[config.mk]
export PLATFORM = sky130hd
export DESIGN_NAME = multicycle_ctrl
export DESIGN_NICKNAME = d
export VERILOG_FILES = /design/src/rtl/multicycle_ctrl_pkg.sv /design/src/rtl/multicycle_ctrl_alu_decoder.sv /design/src/rtl/multicycle_ctrl.sv
export SDC_FILE = /design/constraint.sdc
export NUM_CORES = 1
export LEC_CHECK = 0
export CAP_MARGIN = 10
export CELL_PAD_IN_SITES_DETAIL_PLACEMENT = 1
export CELL_PAD_IN_SITES_GLOBAL_PLACEMENT = 2
export CORE_MARGIN = 5
export CORE_UTILIZATION = 16
export DETAILED_ROUTE_END_ITERATION = 16
export HOLD_SLACK_MARGIN = 0.15
export PLACE_DENSITY_LB_ADDON = 0.2
export REMOVE_ABC_BUFFERS = 1
export SKIP_CTS_REPAIR_TIMING = 1
export SYNTH_ARGS = -nofsm -noshare
export SYNTH_HDL_FRONTEND = slang
export SYNTH_SLANG_ARGS = --single-unit
[constraint.sdc]
create_clock -name clk -period 1.9 [get_ports clk]
set_input_delay 0.57 -clock clk [delete_from_list [all_inputs] [get_ports clk]]
set_output_delay 0.57 -clock clk [all_outputs]
set_load 0.005 [all_outputs]
[src/rtl/multicycle_ctrl_pkg.sv]
// Shared constants for the multicycle controller: opcodes, functs, state encodings, ALU codes.
// The BNEBR state exists only when MULTICYCLE_CTRL_BNE_EN is defined.
package multicycle_ctrl_pkg;

    localparam logic [5:0] OP_RTYPE = 6'b000000;
    localparam logic [5:0] OP_LW    = 6'b100011;
    localparam logic [5:0] OP_SW    = 6'b101011;
    localparam logic [5:0] OP_BEQ   = 6'b000100;
    localparam logic [5:0] OP_BNE   = 6'b000101;
    localparam logic [5:0] OP_ADDI  = 6'b001000;
    localparam logic [5:0] OP_J     = 6'b000010;

    localparam logic [5:0] FUNCT_ADD = 6'b100000;
    localparam logic [5:0] FUNCT_SUB = 6'b100010;
    localparam logic [5:0] FUNCT_AND = 6'b100100;
    localparam logic [5:0] FUNCT_OR  = 6'b100101;
    localparam logic [5:0] FUNCT_SLT = 6'b101010;

    localparam logic [2:0] ALUC_AND = 3'b000;
    localparam logic [2:0] ALUC_OR  = 3'b001;
    localparam logic [2:0] ALUC_ADD = 3'b010;
    localparam logic [2:0] ALUC_SUB = 3'b110;
    localparam logic [2:0] ALUC_SLT = 3'b111;

    typedef enum logic [1:0] {
        ALUOP_ADD   = 2'b00,
        ALUOP_SUB   = 2'b01,
        ALUOP_FUNCT = 2'b10
    } aluop_t;

    typedef enum logic [3:0] {
        S_FETCH    = 4'd0,
        S_DECODE   = 4'd1,
        S_MEMADR   = 4'd2,
        S_MEMREAD  = 4'd3,
        S_MEMWB    = 4'd4,
        S_MEMWRITE = 4'd5,
        S_EXECUTE  = 4'd6,
        S_ALUWB    = 4'd7,
        S_BRANCH   = 4'd8,
        S_ADDIEXEC = 4'd9,
        S_ADDIWB   = 4'd10,
        S_JUMP     = 4'd11
`ifdef MULTICYCLE_CTRL_BNE_EN
        ,
        S_BNEBR    = 4'd12
`endif
    } state_t;

endpackage

[src/rtl/multicycle_ctrl_alu_decoder.sv]
// ALU control decode: ALUOp selects add/sub directly, or defers to the R-type funct field.
module alu_decoder
    import multicycle_ctrl_pkg::*;
#(
    parameter int FUNCT_WIDTH = 6
) (
    input  aluop_t                 ALUOp,
    input  logic [FUNCT_WIDTH-1:0] Funct,
    output logic [2:0]             ALUControl
);

    always_comb begin
        ALUControl = ALUC_ADD;
        case (ALUOp)
            ALUOP_ADD: ALUControl = ALUC_ADD;
            ALUOP_SUB: ALUControl = ALUC_SUB;
            ALUOP_FUNCT: begin
                // Unrecognised functs fall back to add so the datapath stays benign.
                case (Funct)
                    FUNCT_WIDTH'(FUNCT_ADD): ALUControl = ALUC_ADD;
                    FUNCT_WIDTH'(FUNCT_SUB): ALUControl = ALUC_SUB;
                    FUNCT_WIDTH'(FUNCT_AND): ALUControl = ALUC_AND;
                    FUNCT_WIDTH'(FUNCT_OR):  ALUControl = ALUC_OR;
                    FUNCT_WIDTH'(FUNCT_SLT): ALUControl = ALUC_SLT;
                    default:                 ALUControl = ALUC_ADD;
                endcase
            end
            default: ALUControl = ALUC_ADD;
        endcase
    end

endmodule

[src/rtl/multicycle_ctrl.sv]
// Moore-style multicycle MIPS controller; rst forces FETCH and blanks every output while high.
// Optional bne support is enabled by defining MULTICYCLE_CTRL_BNE_EN.
module multicycle_ctrl
    import multicycle_ctrl_pkg::*;
#(
    parameter int OP_WIDTH    = 6,
    parameter int FUNCT_WIDTH = 6
) (
    input  logic                   clk,
    input  logic                   rst,
    input  logic [OP_WIDTH-1:0]    Op,
    input  logic [FUNCT_WIDTH-1:0] Funct,
    input  logic                   Zero,
    output logic                   IorD,
    output logic                   MemWrite,
    output logic                   IRWrite,
    output logic                   PCEn,
    output logic                   RegDst,
    output logic                   MemtoReg,
    output logic                   RegWrite,
    output logic                   ALUSrcA,
    output logic [1:0]             ALUSrcB,
    output logic [1:0]             PCSrc,
    output logic [2:0]             ALUControl,
    output logic [3:0]             State
);

    state_t     state_reg, state_next;
    aluop_t     alu_op;
    logic       iord_dec, mem_write_dec, ir_write_dec, pc_write, branch;
    logic       reg_dst_dec, memto_reg_dec, reg_write_dec, alu_src_a_dec;
    logic [1:0] alu_src_b_dec, pc_src_dec;
    logic       branch_cond;
    logic [2:0] alu_control_dec;

    always_ff @(posedge clk) begin
        if (rst) begin
            state_reg <= S_FETCH;
        end else begin
            state_reg <= state_next;
        end
    end

    always_comb begin
        state_next    = S_FETCH;
        alu_op        = ALUOP_ADD;
        iord_dec      = 1'b0;
        mem_write_dec = 1'b0;
        ir_write_dec  = 1'b0;
        pc_write      = 1'b0;
        branch        = 1'b0;
        reg_dst_dec   = 1'b0;
        memto_reg_dec = 1'b0;
        reg_write_dec = 1'b0;
        alu_src_a_dec = 1'b0;
        alu_src_b_dec = 2'b00;
        pc_src_dec    = 2'b00;
        branch_cond   = Zero;
        case (state_reg)
            S_FETCH: begin
                state_next    = S_DECODE;
                ir_write_dec  = 1'b1;
                pc_write      = 1'b1;
                alu_src_b_dec = 2'b01;
            end
            S_DECODE: begin
                alu_src_b_dec = 2'b11;
                if (Op == OP_WIDTH'(OP_LW) || Op == OP_WIDTH'(OP_SW)) state_next = S_MEMADR;
                else if (Op == OP_WIDTH'(OP_RTYPE))                   state_next = S_EXECUTE;
                else if (Op == OP_WIDTH'(OP_BEQ))                     state_next = S_BRANCH;
                else if (Op == OP_WIDTH'(OP_ADDI))                    state_next = S_ADDIEXEC;
                else if (Op == OP_WIDTH'(OP_J))                       state_next = S_JUMP;
`ifdef MULTICYCLE_CTRL_BNE_EN
                else if (Op == OP_WIDTH'(OP_BNE))                     state_next = S_BNEBR;
`endif
                else                                                  state_next = S_FETCH;
            end
            S_MEMADR: begin
                state_next    = (Op == OP_WIDTH'(OP_LW)) ? S_MEMREAD : S_MEMWRITE;
                alu_src_a_dec = 1'b1;
                alu_src_b_dec = 2'b10;
            end
            S_MEMREAD: begin
                state_next = S_MEMWB;
                iord_dec   = 1'b1;
            end
            S_MEMWB: begin
                memto_reg_dec = 1'b1;
                reg_write_dec = 1'b1;
            end
            S_MEMWRITE: begin
                iord_dec      = 1'b1;
                mem_write_dec = 1'b1;
            end
            S_EXECUTE: begin
                state_next    = S_ALUWB;
                alu_src_a_dec = 1'b1;
                alu_op        = ALUOP_FUNCT;
            end
            S_ALUWB: begin
                reg_dst_dec   = 1'b1;
                reg_write_dec = 1'b1;
            end
            S_BRANCH: begin
                alu_src_a_dec = 1'b1;
                alu_op        = ALUOP_SUB;
                pc_src_dec    = 2'b01;
                branch        = 1'b1;
            end
            S_ADDIEXEC: begin
                state_next    = S_ADDIWB;
                alu_src_a_dec = 1'b1;
                alu_src_b_dec = 2'b10;
            end
            S_ADDIWB: reg_write_dec = 1'b1;
            S_JUMP: begin
                pc_src_dec = 2'b10;
                pc_write   = 1'b1;
            end
`ifdef MULTICYCLE_CTRL_BNE_EN
            S_BNEBR: begin
                alu_src_a_dec = 1'b1;
                alu_op        = ALUOP_SUB;
                pc_src_dec    = 2'b01;
                branch        = 1'b1;
                branch_cond   = ~Zero;
            end
`endif
            default: state_next = S_FETCH;
        endcase
    end

    alu_decoder #(
        .FUNCT_WIDTH(FUNCT_WIDTH)
    ) u_alu_decoder (
        .ALUOp     (alu_op),
        .Funct     (Funct),
        .ALUControl(alu_control_dec)
    );

    // Reset blanks the decoded FETCH strobes combinationally, not just the state register.
    assign IorD       = iord_dec      & ~rst;
    assign MemWrite   = mem_write_dec & ~rst;
    assign IRWrite    = ir_write_dec  & ~rst;
    assign PCEn       = (pc_write | (branch & branch_cond)) & ~rst;
    assign RegDst     = reg_dst_dec   & ~rst;
    assign MemtoReg   = memto_reg_dec & ~rst;
    assign RegWrite   = reg_write_dec & ~rst;
    assign ALUSrcA    = alu_src_a_dec & ~rst;
    assign ALUSrcB    = rst ? 2'b00  : alu_src_b_dec;
    assign PCSrc      = rst ? 2'b00  : pc_src_dec;
    assign ALUControl = rst ? 3'b000 : alu_control_dec;
    assign State      = rst ? 4'd0   : 4'(state_reg);

endmodule

==> flow_summary_export.csv <==
group,metric,value,unit
status,outcome,"complete, but fails checks",
status,violations,"negative setup slack",
placement,placed_area,1160,µm²
die,core_region_area,3610,µm²
global_route,track_usage,9.91,%
route,drc,0,
clock_tree,clockBufferDepth,2,
clock_tree,clk_pin_slew,0.03,ns
route,drt-initial-drc-count,24,
global_route,grt_pass1_wl,4080,µm
yosys,synth_area,586,µm²
die,num_io_pins,34,
cells_and_area,final_nets,177,
yosys,synth-async-reset-ratio,0,%
timing,slew_viol_final,0,
critical_path,crit_start,"state_reg[2]",
hold_path,hold_path.class,"reg -> reg",
critical_path,critical_path_class,"reg -> out",
critical_path,path_buf_inv,3,
timing,max_freq,438,MHz
cells_and_area,finish.instance_area,1480,µm²
cells_and_area,largest_register_ffs,4,
yosys,synth_edf_count,0,
route,firstDrtPassIters,3,
timing,worstMarginPinSlew,0.304,ns
cells_and_area,drive_above_1_share,54.1,%
critical_path,cp_slowest_stage_delay,0.36,ns
yosys,synth_cells,91,
route,drt-total-wl,2700,µm
timing,finalSetupTns,-1.56,ns
global_route,grt.overflow.total,0,
timing,relSlewSlack,79.5,%
critical_path,crit_family,"simple AND/OR/NAND/NOR gates",
yosys,ys_seq_area_share,13.7,%
critical_path,r2r_slack,0.24,ns
clock_tree,cts_tree,"built",
critical_path,endpoint_kind,"primary output",
clock_tree,clock_latency,0.22,ns
critical_path,worst_ep_required_time,1.33,ns
power_and_ir_drop,irDropWorstVdd,139,µV
timing,fin_ws,-0.381,ns
yosys,ys.flop_type,"dfxtp_1",
global_route,antenna_found_initial,0,
hold_path,worstHoldStart,"state_reg[0]",
critical_path,r2r-start,"state_reg[1]",
timing,finalSetupViolations,8,
die,start_util,16.2,%
placement,gp_congestion,0.753,
critical_path,critical_path_arrival,1.71,ns
die,die_x,70.5,µm
route,via_per_inst,4.40,
placement,dpl.hpwl,2040,µm
power_and_ir_drop,p_leak,0.703,nW
timing,hold_viol,0,
timing,fin_crit_sh,120,%
yosys,ys_types,29,
route,vias,901,
yosys,yosysWarnings,0,
critical_path,crit_path_top_delay_cell,"or3_4",
die,die-area,4970,µm²
global_route,grt_max_degree,14,
critical_path,cp_max_fo,3,
timing,skew,0.00257,ns
route,wire_per_inst,13.2,µm
timing,rsz0062_at_grt,"yes",
cells_and_area,diodes,0,
run,cap_violations,0,
critical_path,crit_path_start_kind,"register",
die,rows,22,
power_and_ir_drop,power_density,310,nW/µm²
yosys,syn_avg_cell_area,6.43,µm²
clock_tree,cts-root-buf,"clkbuf_8",
placement,portBuffers,33,
global_route,grt_pass1_vias,887,
cells_and_area,syn2layout_area_growth,153,%
clock_tree,cts_sinks,4,
timing,layout_min_cycle_time,2.28,ns
route,ant_nets,0,
die,dieHeight,70.5,µm
yosys,ys_ff_latch,4,
clock_tree,htreeDepth,1,
clock_tree,cts_made_buffers,3,
critical_path,path_cells,"nand2b_4 -> or3_4 -> buf_6 -> inv_4 -> ha_4 -> a41oi_2 -> nor3_2 -> buf_2",
[routing by layer]
layer	vias to the layer above	global-route usage (%)	routed length [µm]
li1	462	-	-
met1	420	12.0	1160
met2	16	16.8	1420
met3	3	1.29	83
met4	0	5.11	42
met5	-	0	0
[cells in the mapped netlist (2+ instances only)]
cell | number | area [µm²]
a211oi_1 | 3 | 22.5
a21oi_1 | 5 | 25.0
clkbuf_1 | 6 | 22.5
dfxtp_1 | 4 | 80.1
ha_1 | 3 | 37.5
inv_1 | 4 | 15.0
nand2_1 | 4 | 15.0
nand2b_1 | 4 | 25.0
nand3_1 | 3 | 15.0
nor2_1 | 12 | 45.0
nor2b_1 | 9 | 56.3
nor3_1 | 5 | 25.0
nor3b_1 | 3 | 22.5
nor4_1 | 4 | 25.0
o21ai_0 | 5 | 25.0
o21bai_1 | 2 | 15.0
or3_1 | 2 | 12.5
or4_1 | 2 | 15.0
[area by class of cell]
| cell class | instances | area (µm²) |
|---|---|---|
| Fill cell | 439 | 2130 |
| Multi-Input combinational cell | 77 | 658 |
| Timing Repair Buffer | 69 | 617 |
| Sequential cell | 4 | 85.1 |
| Tap cell | 48 | 60.1 |
| Clock buffer | 3 | 41.3 |
| Inverter | 4 | 17.5 |
[tightest hold or removal path, cell delays in order (launching register included)]
cell and delay [ns]:
dfxtp_2 0.35, buf_6 0.14, or4_1 0.12, o41ai_1 0.07
[where the power goes]
part / switching (W) / internal, W
clock: 0.0000526 / 0.000136
sequential: 0.00000289 / 0.0000876
combinational: 0.0000726 / 0.000106
total: 0.000128 / 0.000330
[cells by family (layout without fill, tap and decap cells)]
family,after synthesis,after routing,synth area share (%)
DFF,4,4,13.7
adders and majority gates,3,3,6.41
AOI/OAI and AO/OA,22,22,23.9
xor gates and xnor gates,2,2,2.99
and+or+nand+nor,50,50,46.6
buffers and inverters,10,76,6.41
[worst paths after layout]
check | end | depth (start not counted)
setup / recovery | ALUControl[2] | 8
hold / removal | state_reg[0] | 3
setup reg to reg | state_reg[2] | 7
hold reg to reg | state_reg[0] | 3
[metrics by stage]
step / std cells / hold WS [ns] / util (%) / power [W] / worst slack (ns)
final: 205 / 0.728 / 41.0 / 0.000458 / -0.381
after global routing: 205 / 0.763 / 41.0 / 0.000481 / -0.442
after detailed placement: 194 / 0.735 / 32.3 / 0.000233 / -0.890
after floorplan: 85 / 0.642 / - / 0.000130 / -0.291
after CTS: 197 / 0.742 / 33.4 / 0.000428 / -0.906
after global placement: 194 / 0.715 / 32.3 / 0.000231 / -0.870
[cell usage in the layout (no fill, tap or decap), types with 3 or more instances in the layout]
master / n
dlymetal6s2s_1: 10
nor2_1: 11
nand3_1: 3
a21oi_1: 4
nor2b_1: 6
o21ai_0: 4
nor3_2: 3
buf_2: 13
dfxtp_2: 4
clkdlybuf4s50_1: 8
nor2b_4: 3
buf_4: 22
buf_6: 13
nand2b_4: 4
nand2_1: 4
clkbuf_8: 3
No activity file was read; power rests on OpenSTA's default activity.
